[config.mk]
export PLATFORM = sky130hd
export DESIGN_NAME = wide_enum_stepper
export DESIGN_NICKNAME = d
export VERILOG_FILES = /design/src/rtl/wide_enum_pkg.sv /design/src/rtl/wide_enum_lookup.sv /design/src/rtl/wide_enum_stepper.sv
export SDC_FILE = /design/constraint.sdc
export NUM_CORES = 1
export LEC_CHECK = 0
export ABC_AREA = 1
export ABC_CLOCK_PERIOD_IN_PS = 2300
export CORE_MARGIN = 2
export CORE_UTILIZATION = 43
export DETAILED_ROUTE_END_ITERATION = 8
export GPL_TIMING_DRIVEN = 1
export PLACE_DENSITY_LB_ADDON = 0.08
export SYNTH_ARGS = -nofsm -noshare
export SYNTH_HDL_FRONTEND = slang
export SYNTH_SLANG_ARGS = --single-unit
[constraint.sdc]
create_clock -name clk -period 2.3 [get_ports clk]
set_clock_uncertainty 0.05 [all_clocks]
set_input_delay 0.46 -clock clk [delete_from_list [all_inputs] [get_ports clk]]
set_output_delay 0.46 -clock clk [all_outputs]
set_load 0.01 [all_outputs]
[src/rtl/wide_enum_pkg.sv]
// Shared types and encoding helper for the wide enumeration stepper.
package wide_enum_pkg;

  localparam int LANE_W = 32;

  typedef enum logic [2:0] {
    OP_LOAD  = 3'd0,
    OP_FIRST = 3'd1,
    OP_LAST  = 3'd2,
    OP_NEXT  = 3'd3,
    OP_PREV  = 3'd4
  } op_e;

  typedef enum logic {
    ST_IDLE = 1'b0,
    ST_STEP = 1'b1
  } state_e;

  // One lane of enc(i); callers replicate it across the full width and truncate the top lane.
  function automatic logic [LANE_W-1:0] enc_lane(input int unsigned i);
    return LANE_W'(i + 1);
  endfunction

endpackage

[src/rtl/wide_enum_lookup.sv]
// Reverse lookup: maps a WIDTH-bit value to its member index, or NUM_ELEMS when it is not a member.
module wide_enum_lookup
  import wide_enum_pkg::*;
#(
  parameter int WIDTH     = 160,
  parameter int NUM_ELEMS = 4,
  parameter int IDX_W     = 3
) (
  input  logic [WIDTH-1:0] i_value,
  output logic [IDX_W-1:0] o_index,
  output logic             o_legal
);

  localparam int NL = (WIDTH + LANE_W - 1) / LANE_W;

  logic [NUM_ELEMS-1:0] w_hit;

  for (genvar g = 0; g < NUM_ELEMS; g++) begin : g_cmp
    assign w_hit[g] = (i_value == WIDTH'({NL{enc_lane(g)}}));
  end

  // Narrow widths can alias encodings; the lowest matching index wins.
  always_comb begin
    o_index = IDX_W'(NUM_ELEMS);
    for (int k = NUM_ELEMS - 1; k >= 0; k--) begin
      if (w_hit[k]) o_index = IDX_W'(k);
    end
  end

  assign o_legal = |w_hit;

endmodule

[src/rtl/wide_enum_stepper.sv]
// Wide enum value holder with load/first/last/next(n)/prev(n) and wrap-around stepping.
// Optional WIDE_ENUM_TRACE_EN prints the member name (or illegal hex value) whenever value_o changes.
//
// state   | meaning
// ST_IDLE | ready for a command; single-cycle ops complete from here
// ST_STEP | multi-step NEXT/PREV walking one member per clock
module wide_enum_stepper
  import wide_enum_pkg::*;
#(
  parameter  int WIDTH     = 160,
  parameter  int NUM_ELEMS = 4,
  parameter  int CNT_W     = 8,
  localparam int IDX_W     = $clog2(NUM_ELEMS + 1)
) (
  input  logic             clk,
  input  logic             rst_n,
  input  logic             cmd_valid_i,
  output logic             cmd_ready_o,
  input  logic [2:0]       cmd_op_i,
  input  logic [CNT_W-1:0] cmd_cnt_i,
  input  logic [WIDTH-1:0] cmd_val_i,
  output logic [WIDTH-1:0] value_o,
  output logic [IDX_W-1:0] index_o,
  output logic             legal_o,
  output logic             busy_o,
  output logic             done_o,
  output logic             err_o
);

  localparam int NL    = (WIDTH + LANE_W - 1) / LANE_W;
  localparam int ENC_N = 1 << IDX_W;
  localparam logic [IDX_W-1:0] IDX_LAST  = IDX_W'(NUM_ELEMS - 1);
  localparam logic [WIDTH-1:0] ENC_FIRST = WIDTH'({NL{enc_lane(0)}});

  state_e           r_state;
  logic [WIDTH-1:0] r_value;
  logic [IDX_W-1:0] r_index;
  logic             r_legal;
  logic             r_dir;
  logic             r_done;
  logic             r_err;
  logic [CNT_W-1:0] r_remaining;

  logic [WIDTH-1:0] w_enc [ENC_N];
  logic [IDX_W-1:0] w_load_index;
  logic             w_load_legal;
  logic             w_dir;
  logic [IDX_W-1:0] w_step_index;

  for (genvar g = 0; g < ENC_N; g++) begin : g_enc
    if (g < NUM_ELEMS) begin : g_mem
      assign w_enc[g] = WIDTH'({NL{enc_lane(g)}});
    end else begin : g_pad
      assign w_enc[g] = '0;
    end
  end

  wide_enum_lookup #(
    .WIDTH     (WIDTH),
    .NUM_ELEMS (NUM_ELEMS),
    .IDX_W     (IDX_W)
  ) u_lookup (
    .i_value (cmd_val_i),
    .o_index (w_load_index),
    .o_legal (w_load_legal)
  );

  // Direction comes from the live command on the accept edge, then from the latched copy.
  assign w_dir = (r_state == ST_STEP) ? r_dir : (cmd_op_i == OP_PREV);

  always_comb begin
    w_step_index = '0;
    if (w_dir) begin
      w_step_index = (r_index == '0) ? IDX_LAST : r_index - IDX_W'(1);
    end else begin
      w_step_index = (r_index == IDX_LAST) ? '0 : r_index + IDX_W'(1);
    end
  end

  always_ff @(posedge clk or negedge rst_n) begin
    if (!rst_n) begin
      r_state     <= ST_IDLE;
      r_value     <= ENC_FIRST;
      r_index     <= '0;
      r_legal     <= 1'b1;
      r_dir       <= 1'b0;
      r_done      <= 1'b0;
      r_err       <= 1'b0;
      r_remaining <= '0;
    end else begin
      r_done <= 1'b0;
      r_err  <= 1'b0;
      case (r_state)
        ST_IDLE: begin
          if (cmd_valid_i) begin
            r_done <= 1'b1;
            case (cmd_op_i)
              OP_LOAD: begin
                r_value <= cmd_val_i;
                r_index <= w_load_index;
                r_legal <= w_load_legal;
              end
              OP_FIRST: begin
                r_value <= w_enc[0];
                r_index <= '0;
                r_legal <= 1'b1;
              end
              OP_LAST: begin
                r_value <= w_enc[IDX_LAST];
                r_index <= IDX_LAST;
                r_legal <= 1'b1;
              end
              OP_NEXT, OP_PREV: begin
                if (!r_legal) begin
                  r_err <= 1'b1;
                end else begin
                  // First step is taken on the accept edge; STEP only covers the rest.
                  r_value <= w_enc[w_step_index];
                  r_index <= w_step_index;
                  r_dir   <= w_dir;
                  if (cmd_cnt_i > CNT_W'(1)) begin
                    r_done      <= 1'b0;
                    r_remaining <= cmd_cnt_i - CNT_W'(1);
                    r_state     <= ST_STEP;
                  end
                end
              end
              default: r_err <= 1'b1;
            endcase
          end
        end
        ST_STEP: begin
          r_value     <= w_enc[w_step_index];
          r_index     <= w_step_index;
          r_remaining <= r_remaining - CNT_W'(1);
          if (r_remaining == CNT_W'(1)) begin
            r_done  <= 1'b1;
            r_state <= ST_IDLE;
          end
        end
        default: r_state <= ST_IDLE;
      endcase
    end
  end

  assign cmd_ready_o = (r_state == ST_IDLE);
  assign busy_o      = (r_state == ST_STEP);
  assign value_o     = r_value;
  assign index_o     = r_index;
  assign legal_o     = r_legal;
  assign done_o      = r_done;
  assign err_o       = r_err;

`ifdef WIDE_ENUM_TRACE_EN
  logic [WIDTH-1:0] r_trace_prev;

  always_ff @(posedge clk or negedge rst_n) begin
    if (!rst_n) begin
      r_trace_prev <= ENC_FIRST;
    end else begin
      r_trace_prev <= r_value;
      if (r_value != r_trace_prev) begin
        if (r_legal) $display("E%0d", r_index);
        else         $display("<illegal> %0h", r_value);
      end
    end
  end
`endif

endmodule

==> results of run 1 <==
[layout by cell type, fill, tap and decap left out, types with 5 or more instances in the layout]
master / instances
or2_2: 7
a21oi_1: 12
a21boi_1: 5
clkbuf_16: 17
buf_4: 40
ha_1: 8
nand3_1: 34
nand2_1: 142
dfstp_2: 6
buf_12: 11
inv_1: 71
a32o_1: 112
nor2_1: 131
dfrtp_1: 170
o21ai_0: 49
o22a_1: 5
clkdlybuf4s50_1: 340
[flip-flops by register name, summed over array words and instances, names as in the netlist]
register,flops
err_o,1
index_o,3
r_remaining,8
r_dir,1
busy_o,1
value_o,160
done_o,1
legal_o,1
[metal layers]
layer,global-route usage,routed length [um]
met5,0,0
met3,0.06216,1717
met1,0.3259,10850
met4,0.09316,709
met2,0.4516,13050
[where the power goes]
group | internal (mW) | total, mW | switching (mW)
Sequential | 3.45 | 3.67 | 0.219
Combinational | 1.63 | 3.36 | 1.73
Clock | 1.45 | 2.71 | 1.26
Total | 6.53 | 9.74 | 3.21
[critical path: stages (launching register included)]
cell and delay, ns:
dfrtp_1 0.39, inv_2 0.16, buf_4 0.21, clkdlybuf4s50_1 0.55
[final cells by class]
class	instances	area, sq um
repair buffers	393	3945
fillers	1534	5894
flip-flops and latches	176	4412
clock inverters	11	82.58
clock buffers	21	460.4
well taps	234	292.8
multi-input cells	543	3149
inverters	75	281.5
[stage by stage]
stage	TNS [ns]	worst slack, ns	total power [mW]	utilization
floorplan	0	0.3282	5.463	-
global placement	-2.991	-0.09311	7.016	0.6518
detailed placement	-10.97	-0.1848	7.075	0.6518
CTS	0	0.04763	9.788	0.6817
global route	0	0.01539	10.27	0.6817
finish	0	0.05606	9.742	0.6817
[what timing repair did]
item / 4_1_cts / 5_1_grt
endpoints found under the hold margin: 34 / 0
resized for setup: 0 / 0
hold buffers: 1 / 0
setup buffers: 0 / 0
[worst paths after layout]
| check | endpoint | from | slack (ns) | cells past startpoint |
|---|---|---|---|---|
| max in group asynchronous | value_o[4] | rst_n | 1.08 | 3 |
| worst max register to register | value_o[98] | index_o[0] | 0.14 | 9 |
| worst max-delay path | cmd_ready_o | busy_o | 0.06 | 3 |
| worst min register to register | value_o[115] | value_o[115] | 0.43 | 2 |
| worst min-delay path | value_o[115] | value_o[115] | 0.43 | 2 |
| min in group asynchronous | value_o[124] | rst_n | 0.44 | 2 |
[cell families after synthesis]
group	count (synthesis)	synth area share
compound gates	205	0.2084
xor+xnor	6	0.006528
fa+ha+maj	8	0.01243
buf+inv	124	0.06170
flops	176	0.5480
simple gates	324	0.1629
==> flow_summary.yaml, run 1 <==
floorplanning:
  start_util: 0.4347
  dieHeight_um: 140.8
  ios: 342
  num_rows: 50
  die_area_sq_um: 19830
  core_sq_um: 18520
  fp.dieW_um: 140.8
route:
  dr.pass1.iters: 5
  drtAntennaViolNets: 0
  routed-via-count: 7744
  drc: 0
  drt_iter0_drc: 492
  postRouteWirelength_mm: 26.33
  wl_per_cell_um: 18.12
  via_per_inst: 5.330
synth:
  synth_edf_count: 0
  ys_types: 36
  syn_inst: 843
  synth_seq_cells: 176
  yosysMostFrequentCell: "dfrtp_1"
  synth_seq_area_share: 0.5480
  async_flop_share: 1.000
  synth_nets: 1025
  yosys.area.top_type_share: 0.5284
  avgSynthCellArea_sq_um: 9.549
  synth_area_sq_um: 8050
  synth.area.top_cells: "dfrtp_1, a32o_1, nand2_1"
  yosys_most_used_dff: "dfrtp_1"
  synth_top_cell_by_area: "dfrtp_1"
  synth_common_cells: "dfrtp_1, nand2_1, nor2_1"
  ys_warn_count: 0
final_layout:
  nets: 1388
  antennaDiodeCount: 0
  areaGrowthSynthToFinish_pct: 56.81
  layout-drive-gt1-share: 0.08696
  finalNonFillerCells: 1453
  design_area_sq_um: 12620
timing:
  drv_slew: 0
  post-route-period-util: 0.9756
  setup_viol: 0
  timing_hold_violations_final: 0
  grt_setup_unrepaired: "false"
  fmax_mhz: 445.6
  slew_headroom: 0.5064
  layout_min_cycle_time_ns: 2.244
  hold_slack_ns: 0.4334
  worst_slew_pin_slew_ns: 0.7381
place:
  dpl_cell_area_sq_um: 12070
  dp.cells: 1420
  port_buffers: 341
  dp_hpwl_mm: 19.58
  place_congestion: 0.8949
worst_hold_path:
  min_path_type: "register to register"
status:
  status: "complete, no violations"
worst_setup_path:
  worstPathArrival_ns: 1.73
  crit_type: "register to output pin"
  cp.required_ns: 1.79
  cp_max_fo: 10
  startpoint_type: "register"
  cp-end-kind: "output pin"
cts:
  clock_sinks: 176
  worstSkewPairLatency_ns: 0.43
  root_buffer: "clkbuf_16"
  max-clock-path-buffers: 2
  h-tree-depth: 4
  clk_pin_slew_ns: 0.07
  tritoncts: "built"
  cts_buffers: 17
power:
  ir_worst_vdd_v: 0.0005500
  p_per_area_nw_per_um2: 771.8
  leakagePower_nw: 5.515
grt:
  antenna_found_initial: 0
  grt.overflow.total: 0
  grt_pass1_wl_mm: 41.03
  grt_start_max_net_pins: 63
  gr-usage-all-layers: 0.2629
  grt_pass1_vias: 7688
flow_run:
  cap_viol_max_count: 0
Note: power is estimated with default switching activity, not from simulation.
==> inputs of run 2 (changes only) <==
--- a/config.mk
+++ b/config.mk
@@ -12,6 +12,7 @@
 export DETAILED_ROUTE_END_ITERATION = 8
 export GPL_TIMING_DRIVEN = 1
 export PLACE_DENSITY_LB_ADDON = 0.08
+export SETUP_SLACK_MARGIN = 0.3
 export SYNTH_ARGS = -nofsm -noshare
 export SYNTH_HDL_FRONTEND = slang
 export SYNTH_SLANG_ARGS = --single-unit
==> run 2 against run 1 <==
Global-route usage rose by 0.10 points; via count rose by 1.4%; combinational power grew 12%; fmax increased by 8.2%; clock-buffer cell count is the same; highest routed layer unchanged.
==> flow_summary.yaml, run 2 (synthesis gave the netlist of run 1 again) <==
grt:
  grt_pass1_vias: 7722
  gr-usage-all-layers: 0.2639
  grt.overflow.total: 0
  grt_start_max_net_pins: 63
  grt_pass1_wl_mm: 41.20
  antenna_found_initial: 0
worst_hold_path:
  worstHoldStart: "value_o[151]"
  min_to: "value_o[151]"
  min_path_type: "register to register"
  holdPathStages: 2
route:
  wl_per_cell_um: 18.28
  routed-via-count: 7850
  dr.pass1.iters: 5
  via_per_inst: 5.377
  drc: 0
  postRouteWirelength_mm: 26.68
  drtAntennaViolNets: 0
  drt_iter0_drc: 512
worst_setup_path:
  cp-end-kind: "register"
  reg2reg_depth: 9
  crit_type: "register to register"
  rrSetupSlack_ns: 0.23
  slowest_stage: "dfrtp_1"
  startpoint_type: "register"
  timing.rr.end: "value_o[66]"
  cp_max_fo: 5
  cp.required_ns: 2.60
  slowest_delay_ns: 0.42
  critical-path-top-delay-family: "compound AO/OA/AOI/OAI gates"
  worstPathArrival_ns: 2.37
  timing.critical_path.mode_cell: "inv_2"
  crit_buf_inv: 2
  critical_path.reg2reg.startpoint: "index_o[0]"
  cp_cell_sequence: "inv_2 > ha_4 > o21ai_1 > o21ai_2 > ha_2 > inv_2 > o31ai_1 > nand2_2 > a21boi_1"
floorplanning:
  num_rows: 50
  fp.dieW_um: 140.8
  ios: 342
  dieHeight_um: 140.8
  die_area_sq_um: 19830
  start_util: 0.4347
  core_sq_um: 18520
timing:
  grt_setup_unrepaired: "true"
  layout_min_cycle_time_ns: 2.075
  fmax_mhz: 482.0
  worst_slew_pin_slew_ns: 0.6993
  drv_slew: 0
  timing_hold_violations_final: 0
  slew_headroom: 0.5338
  setup_viol: 0
  tns_ns: 0
  post-route-period-util: 0.9020
final_layout:
  nets: 1395
  post-route-util: 0.6903
  mostFrequentLayoutCell: "clkdlybuf4s50_1"
  areaGrowthSynthToFinish_pct: 58.78
  antennaDiodeCount: 0
  finalNonFillerCells: 1460
  largest_reg_flops: 160
  final_cell_mix: "clkdlybuf4s50_1, dfrtp_1, nand2_1"
  layout-drive-gt1-share: 0.1158
  design_area_sq_um: 12780
place:
  port_buffers: 341
  place_congestion: 0.8949
  dp_hpwl_mm: 19.58
  dp.cells: 1420
  dpl_cell_area_sq_um: 12070
cts:
  max-clock-path-buffers: 2
  tritoncts: "built"
  clock_sinks: 176
  root_buffer: "clkbuf_16"
  cts_buffers: 17
  clk_pin_slew_ns: 0.07
  h-tree-depth: 4
  worstSkewPairLatency_ns: 0.43
power:
  leakagePower_nw: 5.594
  p_per_area_nw_per_um2: 793.2
  ir_worst_vdd_v: 0.0005565
  power_mw: 10.14
flow_run:
  cap_viol_max_count: 0
status:
  status: "complete, no violations"
-- run 2: what timing repair did --
action / 4_1_cts / 5_1_grt
hold buffers: 1 / 0
setup buffers: 5 / 2
setup endpoints to repair: 21 / 25
hold endpoints to repair: 34 / 0
gates resized for setup: 17 / 38
pin swaps: 5 / 7
-- run 2: routing by layer --
layer  share of wire  wire [um]  vias to the layer above  GRT usage
met5               0          0                        -          0
met4           0.027        728                        0    0.09316
met3           0.067       1798                       49    0.06216
met2            0.49      13150                      300     0.4542
met1            0.41      11010                     3806     0.3267
li1                -          -                     3695          -
-- run 2: how the worst max path moves through the flow --
| stage | start | to | slack [ns] | cells after the start |
|---|---|---|---|---|
| 6_report | index_o[0] | value_o[66] | 0.23 | 9 |
| 5_1_grt | index_o[0] | value_o[66] | 0.11 | 9 |
| 2_1_floorplan | index_o[0] | value_o[33] | 0.33 | 9 |
| 3_3_place_gp | cmd_op_i[1] | value_o[33] | -0.09 | 11 |
| 4_1_cts | busy_o | cmd_ready_o | 0.25 | 4 |
| 3_5_place_dp | cmd_op_i[1] | value_o[2] | -0.18 | 10 |
-- run 2: report_power, final --
part           internal (mW)  switching, mW  total (mW)
registers               3.45          0.217        3.67
clock network           1.45           1.26        2.70
logic                   1.83           1.93        3.77
-- run 2: cell type report --
cell class	count	area [sq um]
clock inverter	11	82.58
tap	234	292.8
sequential	176	4412
fill	1515	5736
clock buffer	21	460.4
inverter	75	289.0
timing repair buffer	400	3996
multi-input combinational	543	3249
-- run 2: through the flow --
step | hold WS, ns | setup WS [ns]
CTS | 0.4379 | 0.2545
finish | 0.4356 | 0.2255
floorplan | 0.1144 | 0.3282
detailed placement | 0.3438 | -0.1848
global route | 0.4517 | 0.1064
global placement | 0.3451 | -0.09311
-- run 2: worst min-delay path: stages (launching register included) --
cell and delay (ns):
dfrtp_1 0.34, nand2_1 0.05, o21ai_0 0.06
==> inputs of run 3 (changes only) <==
--- a/config.mk
+++ b/config.mk
@@ -7,6 +7,7 @@
 export LEC_CHECK = 0
 export ABC_AREA = 1
 export ABC_CLOCK_PERIOD_IN_PS = 2300
+export CORE_ASPECT_RATIO = 1.75
 export CORE_MARGIN = 2
 export CORE_UTILIZATION = 43
 export DETAILED_ROUTE_END_ITERATION = 8
==> run 3 against run 2 <==
Register-to-register slack improved by 0.14 ns; non-clock buffer count rose by 19; largest power group unchanged; highest routed layer unchanged; routed wire length rose by 1.8%; die area rose by 0.22%; sequential power barely moved.
==> flow_summary.yaml, run 3 (synthesis gave the netlist of run 1 again) <==
power:
  p_per_area_nw_per_um2: 791.2
  power_frac_seq: 0.356
  p_clk_frac: 0.271
  p_sw_mw: 3.419
  p_sw_frac: 0.3312
  internal-power_mw: 6.906
  ir_worst_vdd_v: 0.0005004
  leakagePower_nw: 5.740
  pwr-share-comb: 0.373
final_layout:
  multi_input_area_sq_um: 3288
  nets: 1414
  layout-drive-gt1-share: 0.1325
  largest_reg_flops: 160
  areaGrowthSynthToFinish_pct: 62.11
  design_area_sq_um: 13050
  ff_latch_area_sq_um: 4413
  mostFrequentLayoutCell: "clkdlybuf4s50_1"
  n_fill_cell: 1456
  final_cell_mix: "clkdlybuf4s50_1, dfrtp_1, nand2_1"
grt:
  grt_pass1_wl_mm: 41.18
  gr-usage-all-layers: 0.2671
  grt_pass1_vias: 8016
  grt_start_max_net_pins: 62
  antenna_found_initial: 1
  grt.overflow.total: 0
cts:
  clock_sinks: 176
  cts_buffers: 17
  tritoncts: "built"
  root_buffer: "clkbuf_16"
  max-clock-path-buffers: 2
  worstSkewPairLatency_ns: 0.43
  h-tree-depth: 4
  clk_pin_slew_ns: 0.06
floorplanning:
  num_rows: 66
  start_util: 0.4352
  ios: 342
  dieHeight_um: 185.0
  die_area_sq_um: 19880
  core_sq_um: 18500
  fp.dieW_um: 107.4
worst_setup_path:
  slowest_delay_ns: 0.59
  cp-startpoint: "index_o[2]"
  critical-path-top-delay-family: "buffers and inverters"
  cp.required_ns: 1.79
  cp_max_fo: 5
  critical_path.reg2reg.startpoint: "index_o[1]"
  reg2reg_depth: 9
  startpoint_type: "register"
  cp_cell_sequence: "clkdlybuf4s50_1"
  crit_type: "register to output pin"
  endpoint: "index_o[2]"
  rrSetupSlack_ns: 0.37
  timing.rr.end: "value_o[98]"
  slowest_stage: "clkdlybuf4s50_1"
  crit_buf_inv: 1
  worstPathArrival_ns: 1.42
  worst-path-stages: 1
  cp-end-kind: "output pin"
route:
  via_per_inst: 5.348
  dr.pass1.iters: 5
  drt_iter0_drc: 449
  drc: 0
  drtAntennaViolNets: 0
  postRouteWirelength_mm: 27.16
  wl_per_cell_um: 18.30
  routed-via-count: 7936
timing:
  timing_hold_violations_final: 0
  slew_headroom: 0.5672
  setup_viol: 0
  drv_slew: 0
  layout_min_cycle_time_ns: 1.935
  post-route-period-util: 0.8412
  setup_slack_ns: 0.3653
  fmax_mhz: 516.9
  worst_slew_pin_slew_ns: 0.6491
  tns_ns: 0
  grt_setup_unrepaired: "true"
worst_hold_path:
  min_path_type: "input pin to register"
place:
  dpl_cell_area_sq_um: 12260
  place_congestion: 0.8576
  port_buffers: 341
  dp_hpwl_mm: 20.20
  pre_cts_slack_ns: -0.2475
status:
  status: "complete, no violations"
flow_run:
  cap_viol_max_count: 0
## run 3: stage by stage
stage / utilization / instances / hold slack [ns] / total power, mW
detailed placement: 0.6628 / 1442 / 0.4231 / 7.207
global route: 0.7055 / 1484 / 0.3672 / 10.92
floorplan: - / 843 / 0.1144 / 5.463
global placement: 0.6628 / 1442 / 0.4142 / 7.143
finish: 0.7055 / 1484 / 0.3472 / 10.33
CTS: 0.6953 / 1478 / 0.4382 / 10.07
## run 3: worst min-delay path by stage
stage	start	end	slack [ns]	cells after the start
2_1_floorplan	rst_n	busy_o	0.11	0
3_3_place_gp	value_o[148]	value_o[148]	0.41	2
4_1_cts	value_o[116]	value_o[116]	0.44	2
3_5_place_dp	value_o[116]	value_o[116]	0.42	2
5_1_grt	cmd_val_i[97]	value_o[97]	0.37	3
6_report	cmd_val_i[97]	value_o[97]	0.35	3
## run 3: layout make-up
type	count	share of cell area
Multi-Input combinational cell	543	0.2520
Inverter	75	0.02176
Antenna cell	1	0.0001918
Clock inverter	11	0.008054
Timing Repair Buffer	419	0.3218
Tap cell	238	0.02282
Clock buffer	21	0.03528
Sequential cell	176	0.3382
## run 3: power by group through the flow
stage	sequential, mW	combinational, mW	clock (mW)
detailed placement	3.72	3.48	0
floorplan	3.76	1.70	0
finish	3.68	3.85	2.80
CTS	3.66	3.55	2.86
global route	3.71	4.21	2.99
global placement	3.72	3.43	0
## run 3: routing by layer
metal	routed length [um]	part of all wire	global-route usage	vias up
met5	0	0	0	-
met4	846	0.031	0.1056	0
met3	1937	0.071	0.06580	52
met2	14450	0.53	0.4825	322
met1	9918	0.37	0.2986	3840
li1	-	-	-	3722
## run 3: what timing repair did
action                                  CTS  global route
endpoints found under the hold margin    38             0
hold buffers                              1             0
pin swaps                                 3            14
gates cloned                              0             1
endpoints found under the setup margin   35            59
resized for setup                        15            48
buffers inserted                          3             4
## run 3: worst min-delay path, cell delays in order
cell and delay [ns]:
dlymetal6s2s_1 0.18, nand2_1 0.09, a2bb2oi_1 0.05
